`src/rtl/lake_pkg.sv`:
```
// Shared types for the load/store unit: bus access formats (funct3 encoding)
// and the transaction FSM states.
package lake_pkg;

  typedef enum logic [2:0] {
    FMT_B  = 3'b000,
    FMT_H  = 3'b001,
    FMT_W  = 3'b010,
    FMT_BU = 3'b100,
    FMT_HU = 3'b101
  } bus_fmt_e;

  typedef enum logic [1:0] {
    IDLE,
    ACCESS,
    RESP
  } lsu_state_e;

endpackage

```
`src/rtl/lsu_align.sv`:
```
// Combinational lane logic: store strobe/data placement, load byte/halfword
// extraction with sign or zero extension, and request legality checking.
module lsu_align
  import lake_pkg::*;
#(
  parameter int XLEN = 32
) (
  input  logic [2:0]      st_fmt_i,
  input  logic [1:0]      st_lo_i,
  input  logic [XLEN-1:0] st_data_i,
  input  logic            r_en_i,
  input  logic            w_en_i,
  output logic [3:0]      wstrb_o,
  output logic [XLEN-1:0] wdata_o,
  output logic            bad_o,
  input  logic [2:0]      ld_fmt_i,
  input  logic [1:0]      ld_lo_i,
  input  logic [XLEN-1:0] ld_word_i,
  output logic [XLEN-1:0] ld_data_o
);

  logic [7:0]  ld_byte;
  logic [15:0] ld_half;

  assign ld_byte = ld_word_i[{ld_lo_i, 3'b000} +: 8];
  assign ld_half = ld_word_i[{ld_lo_i[1], 4'b0000} +: 16];

  always_comb begin
    wstrb_o = 4'b0000;
    wdata_o = st_data_i;
    bad_o   = r_en_i & w_en_i;
    case (st_fmt_i)
      FMT_B, FMT_BU: begin
        wstrb_o = 4'b0001 << st_lo_i;
        wdata_o = {(XLEN/8){st_data_i[7:0]}};
      end
      FMT_H, FMT_HU: begin
        wstrb_o = 4'b0011 << st_lo_i;
        wdata_o = {(XLEN/16){st_data_i[15:0]}};
        if (st_lo_i[0]) bad_o = 1'b1;
      end
      FMT_W: begin
        wstrb_o = 4'b1111;
        if (st_lo_i != 2'b00) bad_o = 1'b1;
      end
      default: bad_o = 1'b1;
    endcase
  end

  always_comb begin
    ld_data_o = ld_word_i;
    case (ld_fmt_i)
      FMT_B:   ld_data_o = {{(XLEN-8){ld_byte[7]}}, ld_byte};
      FMT_BU:  ld_data_o = {{(XLEN-8){1'b0}}, ld_byte};
      FMT_H:   ld_data_o = {{(XLEN-16){ld_half[15]}}, ld_half};
      FMT_HU:  ld_data_o = {{(XLEN-16){1'b0}}, ld_half};
      default: ld_data_o = ld_word_i;
    endcase
  end

endmodule

```
`src/rtl/lsu.sv`:
```
// Load/store unit: single-outstanding valid/ready data-bus transaction with
// word-aligned addressing, byte strobes, extended load data and timeout fault.
module lsu
  import lake_pkg::*;
#(
  parameter int XLEN    = 32,
  parameter int TIMEOUT = 255
) (
  input  logic            i_clk,
  input  logic            i_rst,
  input  logic [2:0]      i_bus_fmt,
  input  logic            i_bus_r_en,
  input  logic            i_bus_w_en,
  input  logic [XLEN-1:0] i_addr,
  input  logic [XLEN-1:0] i_wdata,
  output logic [XLEN-1:0] o_rdata,
  output logic            o_done,
  output logic            o_fault,
  output logic            o_stall,
  output logic            o_bus_valid,
  output logic            o_bus_we,
  output logic [XLEN-1:0] o_bus_addr,
  output logic [3:0]      o_bus_wstrb,
  output logic [XLEN-1:0] o_bus_wdata,
  input  logic            i_bus_ready,
  input  logic [XLEN-1:0] i_bus_rdata
);

  localparam bit          TO_EN   = (TIMEOUT != 0);
  localparam logic [31:0] TO_LAST = 32'(TIMEOUT - 1);

  lsu_state_e      state_q, state_d;
  logic            valid_q, valid_d, we_q, we_d, done_q, done_d, fault_q, fault_d;
  logic [XLEN-1:0] addr_q, addr_d, wdata_q, wdata_d, rdata_q, rdata_d;
  logic [3:0]      wstrb_q, wstrb_d;
  logic [31:0]     cnt_q, cnt_d;
  logic [2:0]      fmt_q, fmt_d;
  logic [1:0]      lo_q, lo_d;

  logic            req, bad;
  logic [3:0]      st_wstrb;
  logic [XLEN-1:0] st_wdata, ld_data;

  assign req = i_bus_r_en | i_bus_w_en;

  lsu_align #(.XLEN(XLEN)) u_align (
    .st_fmt_i  (i_bus_fmt),
    .st_lo_i   (i_addr[1:0]),
    .st_data_i (i_wdata),
    .r_en_i    (i_bus_r_en),
    .w_en_i    (i_bus_w_en),
    .wstrb_o   (st_wstrb),
    .wdata_o   (st_wdata),
    .bad_o     (bad),
    .ld_fmt_i  (fmt_q),
    .ld_lo_i   (lo_q),
    .ld_word_i (i_bus_rdata),
    .ld_data_o (ld_data)
  );

  always_comb begin
    state_d = state_q;
    valid_d = valid_q;
    we_d    = we_q;
    addr_d  = addr_q;
    wstrb_d = wstrb_q;
    wdata_d = wdata_q;
    rdata_d = rdata_q;
    cnt_d   = cnt_q;
    fmt_d   = fmt_q;
    lo_d    = lo_q;
    done_d  = 1'b0;
    fault_d = 1'b0;
    case (state_q)
      IDLE: begin
        if (req) begin
          if (bad) begin
            fault_d = 1'b1;
            state_d = RESP;
          end else begin
            valid_d = 1'b1;
            we_d    = i_bus_w_en;
            addr_d  = {i_addr[XLEN-1:2], 2'b00};
            wstrb_d = i_bus_w_en ? st_wstrb : 4'b0000;
            wdata_d = st_wdata;
            fmt_d   = i_bus_fmt;
            lo_d    = i_addr[1:0];
            cnt_d   = 32'd0;
            state_d = ACCESS;
          end
        end
      end
      ACCESS: begin
        // Ready has priority over a timeout landing in the same cycle.
        if (i_bus_ready) begin
          valid_d = 1'b0;
          if (!we_q) rdata_d = ld_data;
          done_d  = 1'b1;
          state_d = RESP;
        end else if (TO_EN && (cnt_q == TO_LAST)) begin
          valid_d = 1'b0;
          fault_d = 1'b1;
          state_d = RESP;
        end else begin
          cnt_d = cnt_q + 32'd1;
        end
      end
      RESP:    state_d = IDLE;
      default: state_d = IDLE;
    endcase
  end

  always_ff @(posedge i_clk or posedge i_rst) begin
    if (i_rst) begin
      state_q <= IDLE;
      valid_q <= 1'b0;
      we_q    <= 1'b0;
      addr_q  <= '0;
      wstrb_q <= 4'b0000;
      wdata_q <= '0;
      rdata_q <= '0;
      cnt_q   <= 32'd0;
      fmt_q   <= 3'b000;
      lo_q    <= 2'b00;
      done_q  <= 1'b0;
      fault_q <= 1'b0;
    end else begin
      state_q <= state_d;
      valid_q <= valid_d;
      we_q    <= we_d;
      addr_q  <= addr_d;
      wstrb_q <= wstrb_d;
      wdata_q <= wdata_d;
      rdata_q <= rdata_d;
      cnt_q   <= cnt_d;
      fmt_q   <= fmt_d;
      lo_q    <= lo_d;
      done_q  <= done_d;
      fault_q <= fault_d;
    end
  end

  assign o_rdata     = rdata_q;
  assign o_done      = done_q;
  assign o_fault     = fault_q;
  assign o_stall     = req & ~done_q & ~fault_q;
  assign o_bus_valid = valid_q;
  assign o_bus_we    = we_q;
  assign o_bus_addr  = addr_q;
  assign o_bus_wstrb = wstrb_q;
  assign o_bus_wdata = wdata_q;

endmodule

```
`config.mk`:
```
export PLATFORM = sky130hd
export DESIGN_NAME = lsu
export DESIGN_NICKNAME = d
export VERILOG_FILES = /design/src/rtl/lake_pkg.sv /design/src/rtl/lsu_align.sv /design/src/rtl/lsu.sv
export SDC_FILE = /design/constraint.sdc
export NUM_CORES = 1
export LEC_CHECK = 0
export CORE_MARGIN = 2
export CORE_UTILIZATION = 48
export DETAILED_ROUTE_END_ITERATION = 8
export GPL_TIMING_DRIVEN = 0
export HOLD_SLACK_MARGIN = 0.15
export PLACE_DENSITY = 0.81
export SKIP_LAST_GASP = 1
export SYNTH_ARGS = -nofsm -noshare
export SYNTH_HDL_FRONTEND = slang
export SYNTH_SLANG_ARGS = --single-unit
```
`constraint.sdc`:
```
create_clock -name i_clk -period 5.21 [get_ports i_clk]
set_input_delay 0.7815 -clock i_clk [delete_from_list [all_inputs] [get_ports i_clk]]
set_output_delay 0.7815 -clock i_clk [all_outputs]
set_load 0.05 [all_outputs]
```
Word level (Yosys, flattened, before mapping)
Index checks and enable logic that the tools add are counted.
- flip-flop bits (word level): 141
- input port bits: 104
- output and inout bits: 105
- logic and storage cells: 80
- $add $sub $neg: 1
- eq/ne operators: 14
- shift-type cells: 4
- muxes and demuxes: 29
- bitwise gates (word level): 8
- reductions and logical operators: 12
- operators by type and width (operator ; count):
    2-to-1 mux 32 bit ; 4
    one-hot mux 32 bit (2 select lines) ; 2
    one-hot mux 32 bit (4 select lines) ; 1
    adder 32 x 1 -> 32 bit, second input constant ; 1
    == test 32 x 8 -> 1 bit, second input constant ; 1
    variable part select 32 x 6 -> 16 bit ; 1
    variable part select 32 x 6 -> 8 bit ; 1
    == test 3 bit, second input constant ; 4
    2-to-1 mux 1 bit ; 12
    one-hot mux 4 bit (3 select lines) ; 1
    2-to-1 mux 2 bit ; 4
    inequality test 2 bit, second input constant ; 4
    == test 3 x 1 -> 1 bit, second input constant ; 2
    logical NOT 3 bit ; 2
    AND reduction 3 bit ; 2
    AND reduction 5 bit ; 1
    2-to-1 mux 4 bit ; 1
    inverter 1 bit ; 4
    one-hot mux 1 bit (2 select lines) ; 2
    one-hot mux 2 bit (2 select lines) ; 1
    AND reduction 4 bit ; 1
    nonzero test 2 bit ; 2
    OR reduction 2 bit ; 2
    left shift 1 x 2 -> 4 bit, first input constant ; 1
    other kinds (9) ; 11

Logic depth before layout (Yosys ltp)
- depth in word-level cells: 6
- gate-level depth with buffers: 9
- mapped depth without buffers: 8

By module
A second synthesis with hierarchy kept.
- cells, all modules: 662
- area total of the unflattened synthesis: 7303.3 um^2
- modules (own cells, without submodules) (module ; times used ; cells an instance ; area an instance (um^2) ; sequential area each (um^2)):
    lsu ; 1 ; 473 ; 6104.6 ; 3528.4
    lsu_align ; 1 ; 189 ; 1198.6 ; 0.0

Least setup slack after synthesis
Ideal clock, no wire load.
- path type: in2reg
- start point: input port i_bus_fmt[0]
- end point: register cnt_q[2]
- library setup time: 0.126 ns
- arrival time: 2.616 ns
- data required time: 5.084 ns
- slack: 2.468 ns
- cell stages on the path: 8
- path buffers: 3
- cells stage by stage: clkbuf_1 -> nor2_4 -> o211a_1 -> a211oi_1 -> or3_1 -> clkbuf_1 -> clkbuf_1 -> a221o_1
- word-level cells in the longest chain between the ends: 5
- elaborated cells on any way between the ends: 10
- classes of those cells: 5 x eq/ne; 1 x mux; 4 x reduce/logical
- RTL lines (item ; RTL line ; text):
    from (decl) ; lsu.sv:11 ; input logic [2:0] i_bus_fmt,
    == test 3 x 1 -> 1 bit, or another cell as far along ; lsu_align.sv:32 ; case (st_fmt_i)
    OR reduction 2 bit ; lsu_align.sv:32 ;
    one-hot mux 1 bit (3 select lines) (*) ; lsu_align.sv:32 ;
    inequality test 2 bit (no line) (*) ; n/a ;
    AND reduction 5 bit (no line) (*) ; n/a ;
    to (signal assigned) ; lsu.sv:135 ; cnt_q <= cnt_d;
    to (decl) ; lsu.sv:36 ; logic [31:0] cnt_q, cnt_d;
Every way passes the cells marked *; elsewhere a longest branch is shown, timed or not.
A chain may end at the register's enable or synchronous reset.

Worst setup path after layout
- start point: input port i_bus_w_en
- end point: output port o_stall
- word-level cells in the longest chain between the ends: 3
- RTL lines (item ; RTL line ; text):
    from (decl) ; lsu.sv:13 ; input logic i_bus_w_en,
    OR 1 bit ; lsu.sv:44 ; assign req = i_bus_r_en | i_bus_w_en;
    AND 1 bit (2 in series) ; lsu.sv:146 ; assign o_stall = req & ~done_q & ~fault_q;
    to (decl) ; lsu.sv:19 ; output logic o_stall,
No other way between the ends.

==> metrics <==
routed vias=6932; Final Max Slew Viols=0; via/cell ratio=5.72; DP Area=9270 µm²; post_cts resized=0; data required time of the worst path=4430 ps; Area Growth Syn to Fin=42.0%; Cell variety after synth=60; first-pass GRT wire length=34900 µm; worst slew pin tran=877 ps; WP data arrival=2430 ps; setup bufs post-CTS=0; crit-path most repeated cell=clkdlybuf4s50_1; CP max stage delay=820 ps; cell chosen for the clock root=clkbuf_16; setup ws final=2000 ps; GR Overflow Total=0; total wire length=21800 µm; Main synth FF type=dfrtp_1; number of synthesized flops with an enable pin=0; 1st-pass router iterations=5; post-detail-place hpwl=15500 µm; Boundary Pins=209; total CTS buffers=17; antenna violations before repair=0; CTS tree=built; clock latency on the worst-skew pair=420 ps; slowest CP cell=clkdlybuf4s50_1; PortBufs=205; P_int=0.00330 W; power share of the clock group=0.200; DIE WIDTH=124 µm; max-capacitance violation count=0; worst hold slack=473 ps; Max Clock Skew=8.86 ps; Clock Sinks=141; cell family with most CP delay=buffers and inverters; fraction of layout cells with a size suffix above 1=0.0543; unrepaired setup endpoints after global routing=false; power density over the cells=631 nW/µm²; power share of the combinational group=0.518; CP Buf/Inv Count=2; Die H=124 µm; Placement Setup Slack=1740 ps; Routed Antenna Nets=0; DR WL/cell=18.0 µm; Mapped Area=6960 µm²; CP Launch Type=input port; layout filler cell count=1098; Layout Nets=1125; final core utilization=0.703; sequential group share of total power=0.282; Ys Warns=0; switching share of power=0.471; GPL Wtd Cong=0.905; Starting Density=0.496; Avg Inst Size Synth=8.77 µm²; gr usage total=0.283; Synth Instances=793; Setup TNS=0 ps; Max VDD drop=412 µV; final period utilization=0.615; final instance area=9880 µm²; Slew headroom=0.412; Final setup viols=0; largest net degree at the start of global routing=99; status=finished clean; Seq/Total Area, Yosys=0.507; clk slew on worst S/H paths=60 ps; Final Hold Fails=0; CTS H-tree depth=4; fmax=0.312 GHz; CORE AREA=14000 µm²; Tmin final=3210 ps; Worst Hold Depth=2; stages on the worst setup path=4; DR DRC count=0; number of cells on the worst reg-to-reg path=8; number of global-route vias before repair=6673; FF+latch count, synth=141; Leakage=4.41 nW; die area=15500 µm²; asr flop ratio synth=1.00; crit path cell chain=clkdlybuf4s50_1 -> nor2_1 -> nor3_1 -> clkdlybuf4s50_1; Sw Pwr=0.00294 W; clock buffer depth=2; FP Rows=43; Crit Path Class=in2out; Iter 0 DRT Violations=510; cts-stage hold buffer count=0; antenna diode count=0; worst hold path type=reg2reg; Critical Path Fanout Max=4; CP endpoint kind=output pin
[synthesized netlist by cell type, types with 3 or more instances]
cell	number	area share
nor4_1	14	0.013
nand4_1	12	0.011
or3_1	3	0.0027
a221oi_1	8	0.010
nor2b_1	6	0.0054
clkbuf_1	47	0.025
and4_1	3	0.0038
inv_1	14	0.0076
o21ai_0	63	0.045
clkbuf_2	3	0.0022
a221o_1	13	0.019
o211ai_1	4	0.0043
nor3_1	20	0.014
dfrtp_1	141	0.51
a211o_1	7	0.0088
a21oi_1	41	0.029
o22ai_1	7	0.0063
mux2i_1	33	0.047
or4_1	3	0.0032
nand3_1	10	0.0072
nor2_1	55	0.030
buf_1	3	0.0016
and3_1	12	0.011
nand2_1	214	0.12
nor3b_1	8	0.0086
a31oi_1	5	0.0045
[placed cells by master (no fill, tap or decap), types with 3 or more instances in the layout]
cell type        instances
o21ai_0                 63
a221oi_1                 8
and3_1                  12
nor3b_1                  8
clkinvlp_4               3
bufinv_16                3
nand2_1                214
nand3_1                 10
clkdlybuf4s50_1        205
o211ai_1                 4
nor4_1                  14
clkbuf_1                47
o22ai_1                  7
clkbuf_2                 3
buf_1                    3
nor2b_1                  6
nand4_1                 12
mux2i_1                 33
and4_1                   3
or3_1                    3
nor3_1                  20
a221o_1                 13
a211o_1                  7
clkinv_2                 4
or4_1                    3
dfrtp_1                141
a21oi_1                 41
nor2_1                  55
a31oi_1                  5
inv_6                    3
inv_1                   13
clkbuf_16               17
[routing by layer]
metal / global-route usage / part of all wire / vias up
met1: 0.363 / 0.40 / 3345
met4: 0.0939 / 0.025 / 0
li1: - / - / 3228
met2: 0.470 / 0.49 / 319
met3: 0.0700 / 0.080 / 40
met5: 0 / 0 / -
[path summary, 6_finish.rpt]
| path | from | endpoint | slack, ps |
|---|---|---|---|
| setup / recovery | i_bus_w_en | o_stall | 2000 |
| hold / removal | o_bus_addr[15]$_DFFE_PP0P_ | o_bus_addr[15]$_DFFE_PP0P_ | 470 |
| setup reg to reg | cnt_q[0]$_DFFE_PP0P_ | cnt_q[19]$_DFFE_PP0P_ | 2330 |
| hold reg to reg | o_bus_addr[15]$_DFFE_PP0P_ | o_bus_addr[15]$_DFFE_PP0P_ | 470 |
| max in group asynchronous | i_rst | cnt_q[23]$_DFFE_PP0P_ | 3640 |
| min in group asynchronous | i_rst | o_rdata[16]$_DFFE_PP0P_ | 750 |
[kinds of logic after synthesis]
family | after synthesis | synth area share
adder cells (fa/ha/maj) | 2 | 0.00360
buffers and inverters | 72 | 0.0408
other | 1 | 0.000539
multiplexers | 35 | 0.0523
AO/OA/AOI/OAI | 161 | 0.143
XOR/XNOR | 1 | 0.00126
AND/OR/NAND/NOR | 380 | 0.251
flip-flops | 141 | 0.507
[registers in the layout (all words and copies together), names as in the netlist]
register,count
o_bus_addr,30
fmt_q,3
lo_q,2
state_q,2
o_fault,1
o_bus_valid,1
o_rdata,32
o_bus_wdata,32
o_done,1
cnt_q,32
o_bus_we,1
o_bus_wstrb,4
[power groups by stage]
stage | sequential, W | combinational, W | clock (W)
floorplan | 0.00308 | 0.000727 | 0
global placement | 0.00175 | 0.00317 | 0
detailed placement | 0.00176 | 0.00322 | 0
CTS | 0.00176 | 0.00323 | 0.00126
global route | 0.00181 | 0.00339 | 0.00131
finish | 0.00176 | 0.00323 | 0.00125
[through the flow]
step           cells  power, W
5_1_grt         1212   0.00651
4_1_cts         1212   0.00625
2_1_floorplan    794   0.00381
3_3_place_gp    1179   0.00493
3_5_place_dp    1180   0.00498
6_report        1212   0.00624
[cell type report]
cell class	instances	area (µm²)	area share
sequential	141	3530	0.357
multi-input combinational	581	3150	0.319
timing repair buffer	206	2080	0.211
clock buffer	18	439	0.0445
buffer	57	228	0.0231
tap	180	225	0.0228
clock inverter	14	168	0.0170
inverter	15	61.3	0.00621
[worst reg2reg max path, stage by stage, from the launching register on]
cell and delay [ps]:
dfrtp_1 450, inv_1 90, ha_1 160, nor4b_1 270, nand4_1 200, o21ai_1 730, clkbuf_1 490, nor2_1 100
a221o_1 270
Power figures use the tool's default switching activity.
